===== config.mk =====
export PLATFORM = sky130hd
export DESIGN_NAME = tick_monitor_flat
export DESIGN_NICKNAME = d
export VERILOG_FILES = /design/src/rtl/tick_monitor_if.sv /design/src/rtl/tick_monitor.sv /design/src/flat_wrapper.sv
export SDC_FILE = /design/constraint.sdc
export NUM_CORES = 1
export LEC_CHECK = 0
export ABC_AREA = 1
export CORE_MARGIN = 3
export CORE_UTILIZATION = 25
export CTS_BUF_LIST = sky130_fd_sc_hd__clkbuf_2 sky130_fd_sc_hd__clkbuf_4 sky130_fd_sc_hd__clkbuf_8
export CTS_CLUSTER_SIZE = 14
export DETAILED_ROUTE_END_ITERATION = 8
export PLACE_DENSITY = 0.44
export SYNTH_ARGS = -nofsm -noshare
export SYNTH_HDL_FRONTEND = slang
export SYNTH_SLANG_ARGS = --single-unit

===== constraint.sdc =====
create_clock -name clk -period 2.7 [get_ports clk]
set_input_delay 0.81 -clock clk [delete_from_list [all_inputs] [get_ports clk]]
set_output_delay 0.81 -clock clk [all_outputs]
set_load 0.01 [all_outputs]

===== src/rtl/tick_monitor_if.sv =====
//------------------------------------------------------------------------------
// Module   : tick_monitor_if
// Purpose  : Bundles the tick_monitor control input, tick pulse and status
//            outputs into one interface.
// Ports    : enable, tick_in         -- driven by the master (system side)
//            period, period_valid,
//            early, missing,
//            fault_count, fault      -- driven by the slave (tick_monitor)
// Revision : 1.0  initial release
//------------------------------------------------------------------------------
`default_nettype none

interface tick_monitor_if #(
  parameter int CNT_W = 28
);
  logic             enable;
  logic             tick_in;
  logic [CNT_W-1:0] period;
  logic             period_valid;
  logic             early;
  logic             missing;
  logic [7:0]       fault_count;
  logic             fault;

  modport master (
    output enable, tick_in,
    input  period, period_valid, early, missing, fault_count, fault
  );

  modport slave (
    input  enable, tick_in,
    output period, period_valid, early, missing, fault_count, fault
  );
endinterface

`default_nettype wire


===== src/rtl/tick_monitor.sv =====
//------------------------------------------------------------------------------
// Module   : tick_monitor
// Purpose  : Measures the clk-cycle interval between consecutive 1-cycle tick
//            pulses, flags early and missing ticks and keeps a saturating
//            fault count.
// Ports    : clk    -- system clock, all logic on posedge
//            rst_n  -- asynchronous active-low reset
//            mon    -- tick_monitor_if.slave:
//                      enable, tick_in (in); period, period_valid, early,
//                      missing, fault_count, fault (out, all registered)
// Config   : TICK_MON_STICKY_EN -- when defined, fault latches on the first
//            early/missing event until enable=0 or reset; otherwise fault
//            pulses for one cycle per event.
// Revision : 1.0  initial release
//------------------------------------------------------------------------------
`default_nettype none

module tick_monitor #(
  parameter int EXPECT_PERIOD = 50000000,
  parameter int TOLERANCE     = 1000,
  parameter int CNT_W         = 28
) (
  input  logic           clk,
  input  logic           rst_n,
  tick_monitor_if.slave  mon
);

  // Last count value before the window closes; a tick-free edge here is a timeout.
  localparam logic [CNT_W-1:0] c_last_cnt  = CNT_W'(EXPECT_PERIOD + TOLERANCE - 1);
  // Measured intervals strictly below this are early.
  localparam logic [CNT_W-1:0] c_early_lim = CNT_W'(EXPECT_PERIOD - TOLERANCE);

  typedef enum logic [1:0] {
    S_IDLE       = 2'd0,
    S_WAIT_FIRST = 2'd1,
    S_MEASURE    = 2'd2
  } state_t;

  state_t           r_state;
  logic [CNT_W-1:0] r_cnt;
  logic [CNT_W-1:0] r_period;
  logic             r_period_valid;
  logic             r_early;
  logic             r_missing;
  logic [7:0]       r_fault_count;
  logic             r_fault;

  logic [CNT_W-1:0] w_m;
  logic             w_tick_meas;
  logic             w_early_evt;
  logic             w_missing_evt;
  logic             w_fault_evt;

  // Interval ending at this edge: cnt counts edges since the previous tick, minus one.
  assign w_m           = r_cnt + CNT_W'(1);
  assign w_tick_meas   = (r_state == S_MEASURE) && mon.tick_in;
  assign w_early_evt   = w_tick_meas && (w_m < c_early_lim);
  // A tick on the timeout edge takes priority, so missing needs tick_in low.
  assign w_missing_evt = (r_state == S_MEASURE) && !mon.tick_in && (r_cnt == c_last_cnt);
  assign w_fault_evt   = mon.enable && (w_early_evt || w_missing_evt);

  always_ff @(posedge clk or negedge rst_n) begin
    if (!rst_n) begin
      r_state        <= S_IDLE;
      r_cnt          <= '0;
      r_period       <= '0;
      r_period_valid <= 1'b0;
      r_early        <= 1'b0;
      r_missing      <= 1'b0;
      r_fault_count  <= 8'd0;
      r_fault        <= 1'b0;
    end else begin
      r_period_valid <= 1'b0;
      r_early        <= 1'b0;
      r_missing      <= 1'b0;

      if (!mon.enable) begin
        r_state       <= S_IDLE;
        r_cnt         <= '0;
        r_period      <= '0;
        r_fault_count <= 8'd0;
        r_fault       <= 1'b0;
      end else begin
        case (r_state)
          S_IDLE: begin
            r_state <= S_WAIT_FIRST;
          end

          // The first tick only establishes phase; there is no interval yet.
          S_WAIT_FIRST: begin
            if (mon.tick_in) begin
              r_state <= S_MEASURE;
              r_cnt   <= '0;
            end
          end

          S_MEASURE: begin
            if (mon.tick_in) begin
              r_period       <= w_m;
              r_period_valid <= 1'b1;
              r_early        <= w_early_evt;
              r_cnt          <= '0;
            end else if (r_cnt == c_last_cnt) begin
              // Window closed without a tick: report and resynchronise.
              r_missing <= 1'b1;
              r_cnt     <= '0;
              r_state   <= S_WAIT_FIRST;
            end else begin
              r_cnt <= r_cnt + CNT_W'(1);
            end
          end

          default: begin
            r_state <= S_IDLE;
          end
        endcase

        if (w_fault_evt && (r_fault_count != 8'hFF)) begin
          r_fault_count <= r_fault_count + 8'd1;
        end

`ifdef TICK_MON_STICKY_EN
        if (w_fault_evt) begin
          r_fault <= 1'b1;
        end
`else
        r_fault <= w_fault_evt;
`endif
      end
    end
  end

  assign mon.period       = r_period;
  assign mon.period_valid = r_period_valid;
  assign mon.early        = r_early;
  assign mon.missing      = r_missing;
  assign mon.fault_count  = r_fault_count;
  assign mon.fault        = r_fault;

endmodule

`default_nettype wire

===== src/flat_wrapper.sv =====
// flat-port wrapper written by rule: the top's interface ports become plain ports
module tick_monitor_flat 
#(
  parameter int EXPECT_PERIOD = 50000000,
  parameter int TOLERANCE     = 1000,
  parameter int CNT_W         = 28
)
  (clk, rst_n, mon_enable, mon_tick_in, mon_period, mon_period_valid, mon_early, mon_missing, mon_fault_count, mon_fault);
  tick_monitor_if #(.CNT_W(CNT_W)) mon_i ();
  input  logic clk;
  input  logic rst_n;
  input wire logic [$bits(mon_i.enable)-1:0] mon_enable;
  input wire logic [$bits(mon_i.tick_in)-1:0] mon_tick_in;
  output wire logic [$bits(mon_i.period)-1:0] mon_period;
  output wire logic [$bits(mon_i.period_valid)-1:0] mon_period_valid;
  output wire logic [$bits(mon_i.early)-1:0] mon_early;
  output wire logic [$bits(mon_i.missing)-1:0] mon_missing;
  output wire logic [$bits(mon_i.fault_count)-1:0] mon_fault_count;
  output wire logic [$bits(mon_i.fault)-1:0] mon_fault;
  assign mon_i.enable = mon_enable;
  assign mon_i.tick_in = mon_tick_in;
  assign mon_period = mon_i.period;
  assign mon_period_valid = mon_i.period_valid;
  assign mon_early = mon_i.early;
  assign mon_missing = mon_i.missing;
  assign mon_fault_count = mon_i.fault_count;
  assign mon_fault = mon_i.fault;
  tick_monitor #(.EXPECT_PERIOD(EXPECT_PERIOD), .TOLERANCE(TOLERANCE), .CNT_W(CNT_W)) u_core (.clk(clk), .rst_n(rst_n), .mon(mon_i));
endmodule

* Word level (Yosys, flattened, before mapping)
Index checks and enable logic that the tools add are counted.
W data, S select, Z words.
** Word-level totals
- Input bits :: 4
- Flip-flop bits (word level) :: 70
- Output and inout port bits :: 40
** Cells by class
- Eq/ne operators :: 11
- Muxes and demuxes :: 26
- $lt $le $gt $ge :: 1
- Reductions and logical operators :: 12
- Add/sub/neg operators :: 2
** Operators with widths (count)
- $mux W28 :: 7
- $pmux W28 S2 :: 1
- $add A28 B1 Y28 const B :: 1
- $eq A28 B26 Y1 const B :: 1
- $lt A28 B26 Y1 const B :: 1
- $mux W8 :: 2
- $mux W1 :: 11
- $ne A3 B3 Y1 const B :: 3
- $add A8 B1 Y8 const B :: 1
- $mux W2 :: 4
- $ne A8 B8 Y1 const B :: 1
- $logic_and A1 B1 Y1 :: 6
- $ne A2 B1 Y1 const B :: 3
- $pmux W2 S3 :: 1
- $reduce_and A2 Y1 :: 2
- $ne A3 B1 Y1 const B :: 1
- $reduce_and A3 Y1 :: 1
- $eq A2 B1 Y1 const B :: 1
- $eq A2 B2 Y1 const B :: 1
- $logic_not A2 Y1 :: 1
- $logic_not A1 Y1 :: 1
- $logic_or A1 B1 Y1 :: 1

* Longest topological paths before layout
- Word-level depth :: 8
- Gate-level depth with buffers :: 18
- Gate-level depth less buffers :: 18

* Worst setup path before layout
Ideal clock, no wire load.
- Path kind :: flip-flop to flip-flop
- Start point :: reg u_core.r_cnt[1]
- End point :: reg u_core.r_fault_count[3] (netlist: u_core.mon.fault_count[3])
- Data required time :: 2.582 ns
- Cell stages (with the launch flop) :: 19
- Clock period less this slack :: 1.967 ns
- Path buffers :: 0
- Setup slack :: 0.733 ns
- Arrival :: 1.848 ns
- Cell sequence :: dfrtp_1 > ha_1 > nand2_2 > nor2_4 > nand2_1 > nor2_1 > nand2_1 > nand2_1 > nand3_1 > inv_1 > nand2_1 > nand2_1 > nand2_1 > nand2_1 > nand2_2 > nand2_4 > nand2_8 > nand3_2 > nand2_1
** On the way
- Cells in the longest elaborated chain, start to end :: 7
- Elaborated cells on any way between the ends :: 9
- Classes of those cells :: add/sub: 1; order compare: 1; eq/ne: 2; reduce/logical: 5
** RTL lines
- start, declared :: line tick_monitor.sv:40 : logic [CNT_W-1:0] r_cnt;
- start signal, assigned :: line tick_monitor.sv:109 : r_cnt <= r_cnt + CNT_W'(1);
- $add A28 B1 Y28 :: line tick_monitor.sv:55 : assign w_m = r_cnt + CNT_W'(1);
- $lt A28 B26 Y1 :: line tick_monitor.sv:57 : assign w_early_evt = w_tick_meas && (w_m < c_early_lim);
- $logic_and A1 B1 Y1 :: line tick_monitor.sv:57
- $logic_or A1 B1 Y1 (*) :: line tick_monitor.sv:60 : assign w_fault_evt = mon.enable && (w_early_evt || w_missing_evt);
- $logic_and A1 B1 Y1 (*) :: line tick_monitor.sv:60
- $logic_and A1 B1 Y1 (*) :: line tick_monitor.sv:118 : if (w_fault_evt && (r_fault_count != 8'hFF)) begin
- $ne A2 B1 Y1 (no line) (*)
- end signal, assigned :: line tick_monitor.sv:119 : r_fault_count <= r_fault_count + 8'd1;
- end, declared :: line tick_monitor.sv:45 : logic [7:0] r_fault_count;
Every way passes the cells marked *; elsewhere a longest branch is shown, timed or not.
A chain may end at the register's enable or synchronous reset.

* Worst setup path after layout
- Start point :: reg u_core.r_cnt[0]
- End point :: reg u_core.r_fault_count[5] (netlist: u_core.mon.fault_count[5])
Same word-level chain as after synthesis.

==> results by group <==
Drt
  – Vias: between 3000 and 4000
  – Routed Antenna Nets: 0
  – DRT Wirelength: about 11000 µm
  – Drt via density: approximately 4.6
  – DRT Pass-1 Iters: 4
  – Drt initial violations: about 170
  – DRC Markers: 0
  – Post-DR wirelength/cell: 14.6 µm

Floorplan
  – Die X: around 130 µm
  – Starting Density: between 20% and 30%
  – Die area: 16700 µm²
  – Core ar.: ~15000 µm²
  – Chip height: 129 µm
  – # rows: between 40 and 50
  – I/O pin total: between 40 and 50

Power
  – Pwr dens: 447 nW/µm²
  – Net Sw Frac: ~28%
  – Clock share of power: a little under two fifths
  – Logic pwr share: around 11%
  – Worst vdd ir: just over 0.2 mV
  – Net load switching power: between 500 and 600 µW
  – Share of power burned in registers: between 50 and 60%
  – Internal power: about 1.5 mW
  – LEAKAGE: 1.94 nW

Timing
  – Tcrit/Tclk final: 91.4%
  – Fmax: about 400 MHz
  – Slew Limit Fails: 0
  – Endpoints failing setup: 0
  – Setup_tns: 0 ns
  – Final min period: about 2.5 ns
  – Worst relative slew slack: just over 70%
  – Final Hold Vio Count: 0
  – Layout Skew: 0.00690 ns
  – Least-Margin Pin Slew: around 0.42 ns

CTS
  – Clock sink count: 70
  – Max clock buf depth: 2
  – TritonCTS Buffers: 9
  – H-tree depth: 3
  – CTS tree: built
  – Clock transition at the registers of the reported paths: 0.07 ns
  – Worst skew pair latency: 0.36 ns
  – CTS Root Cell: clkbuf_8

Yosys
  – Synth async-reset ratio: 100%
  – Post-synthesis sequential area ratio: 46.0%
  – Synth unique cells: 32
  – EDFF count, synth: 0
  – Syn nets: roughly 490
  – Cell taking the most area after synthesis: dfrtp_1
  – Area share of the largest cell type after synthesis: a little under half
  – Synth top area cells: dfrtp_1, nand2_1, inv_1
  – Mapped cell area: between 3000 and 4000 µm²
  – Most frequent cell after synthesis: nand2_1
  – Post-synthesis instance total: just under 500
  – Ys Warns: 0
  – Top FF cell, synth: dfrtp_1
  – Commonest cells in the netlist: nand2_1, dfrtp_1, inv_1
  – Synth Register Bits: 70
  – Synthesized area per cell: slightly below 8 µm²

Placement
  – Final HPWL from detailed placement: about 7600 µm
  – Area after DPL: 4470 µm²
  – Gpl congestion: slightly below 0.9
  – Placed cell count: slightly above 700
  – IO Port Bufs: 43

Cells and area
  – Final instance area: between 4000 and 5000 µm²
  – Layout area overhead: 22.2%
  – Core Util, Final: a little under a third
  – Final Instance Count excl. Fillers: around 720
  – Final #Nets: 541
  – N_diodes: 0
  – Share of layout cells above drive strength 1: between 10 and 15%

Global routing
  – Pin count of the biggest net entering global routing: just over 70
  – Initial antenna violation count: 0
  – Total track usage: 13.4%
  – Global-route wire length before repair: 17600 µm
  – Vias in the first global route: between 3000 and 4000
  – Overflow after GRT: 0

Setup path
  – Startpoint types: flop
  – Cell family with most CP delay: simple AND/OR/NAND/NOR gates
  – Required time of the critical path: 3.00 ns
  – Crit Path Max Fanout: 10
  – Most frequent CP cell: nand2_1
  – Kind of critical path: reg -> reg
  – Arrival @ worst endpoint: 2.77 ns
  – Crit path max-delay cell type: dfrtp_1
  – CP Cell Sequence: ha_2, nand2_2, nor2_4, nand2_1, nor2_1, nand2_1, nand2_1, nand3_1, nor2_1, nand3_1, nand2_1, nand2_1, nand2_2, nand2_4, nand2_8, nand3_2, nand2_1
  – CP bufs+invs: 0
  – Critical Path Max Stage Delay: 0.41 ns
  – CP Capture Type: flop

Hold path
  – Worst min path class: in -> async

Outcome
  – Outcome: finished clean

Flow run
  – Max-cap violations: 0
repair_timing:
action	4_1_cts	5_1_grt
buffers inserted	0	2
endpoints found under the setup margin	0	8
hold buffers	0	0
gates resized for setup	0	1
power by group through the flow:
stage,Sequential [mW],Clock (mW),Combinational [mW]
2_1_floorplan,1.11,0,0.124
3_3_place_gp,1.11,0,0.226
3_5_place_dp,1.11,0,0.229
4_1_cts,1.09,0.799,0.230
5_1_grt,1.09,0.846,0.251
6_report,1.09,0.764,0.226
layer usage:
metal  vias to the layer above  GRT usage (%)  wire (µm)
met5                         -              0          0
met4                         0           5.68        231
met3                        18           3.09        366
met2                        55           20.4       4720
met1                      1594           18.3       5220
li1                       1682              -          -
worst paths after layout:
path | start | end | slack, ns | depth (start not counted)
hold / removal | rst_n | u_core.mon.period[12] | 0.47 | 2
setup reg to reg | u_core.r_cnt[0] | u_core.mon.fault_count[5] | 0.23 | 17
hold reg to reg | u_core.mon.period[13] | u_core.mon.period[13] | 0.51 | 2
min in group clk | u_core.mon.period[13] | u_core.mon.period[13] | 0.51 | 2
max in group asynchronous | rst_n | u_core.mon.period[15] | 1.92 | 2
setup / recovery | u_core.r_cnt[0] | u_core.mon.fault_count[5] | 0.23 | 17
cells in the final DEF (no fill, tap or decap), types with 5 or more instances in the layout:
| cell | netlist | routed |
|---|---|---|
| buf_4 | 1 | 9 |
| clkbuf_8 | 0 | 10 |
| clkdlybuf4s50_1 | 0 | 41 |
| dfrtp_1 | 70 | 70 |
| inv_1 | 68 | 68 |
| nand2_1 | 107 | 107 |
| nand2_2 | 5 | 5 |
| nand3_1 | 48 | 48 |
| nand3_2 | 12 | 12 |
| nand4_1 | 10 | 10 |
| nor2_1 | 42 | 42 |
| nor2_2 | 7 | 7 |
| o21ai_0 | 34 | 34 |
| o22ai_1 | 27 | 27 |
| xor2_1 | 11 | 11 |
state kept, by name, indices dropped and copies added, names as in the netlist:
signal	cells
u_core.r_state	2
u_core.mon.fault_count	8
u_core.r_cnt	28
u_core.mon.early	1
u_core.mon.period	28
u_core.mon.period_valid	1
u_core.mon.fault	1
u_core.mon.missing	1
cell type report:
cell class | instances | area [µm²]
clock buffers | 12 | 153
multi-input cells | 331 | 1730
repair buffers | 53 | 508
fillers | 1531 | 10000
clock inverters | 2 | 10.0
well taps | 184 | 230
flip-flops and latches | 70 | 1750
inverters | 70 | 263
stage by stage:
stage	total power, mW	setup slack [ns]	hold slack (ns)
after global placement	1.33	0.220	0.500
after global routing	2.19	-0.00579	0.487
final	2.08	0.231	0.473
after CTS	2.12	0.196	0.471
after floorplan	1.23	0.733	0.487
after detailed placement	1.34	0.166	0.502
logic make-up after synthesis:
kind of cell               Yosys count  synth area share, %
AOI/OAI and AO/OA                   67                 10.1
xor gates and xnor gates            12                 2.76
adders and majority gates            2                0.657
buffers and inverters               85                 8.48
DFF                                 70                 46.0
and+or+nand+nor                    250                 32.0
No activity file was read; power rests on OpenSTA's default activity.
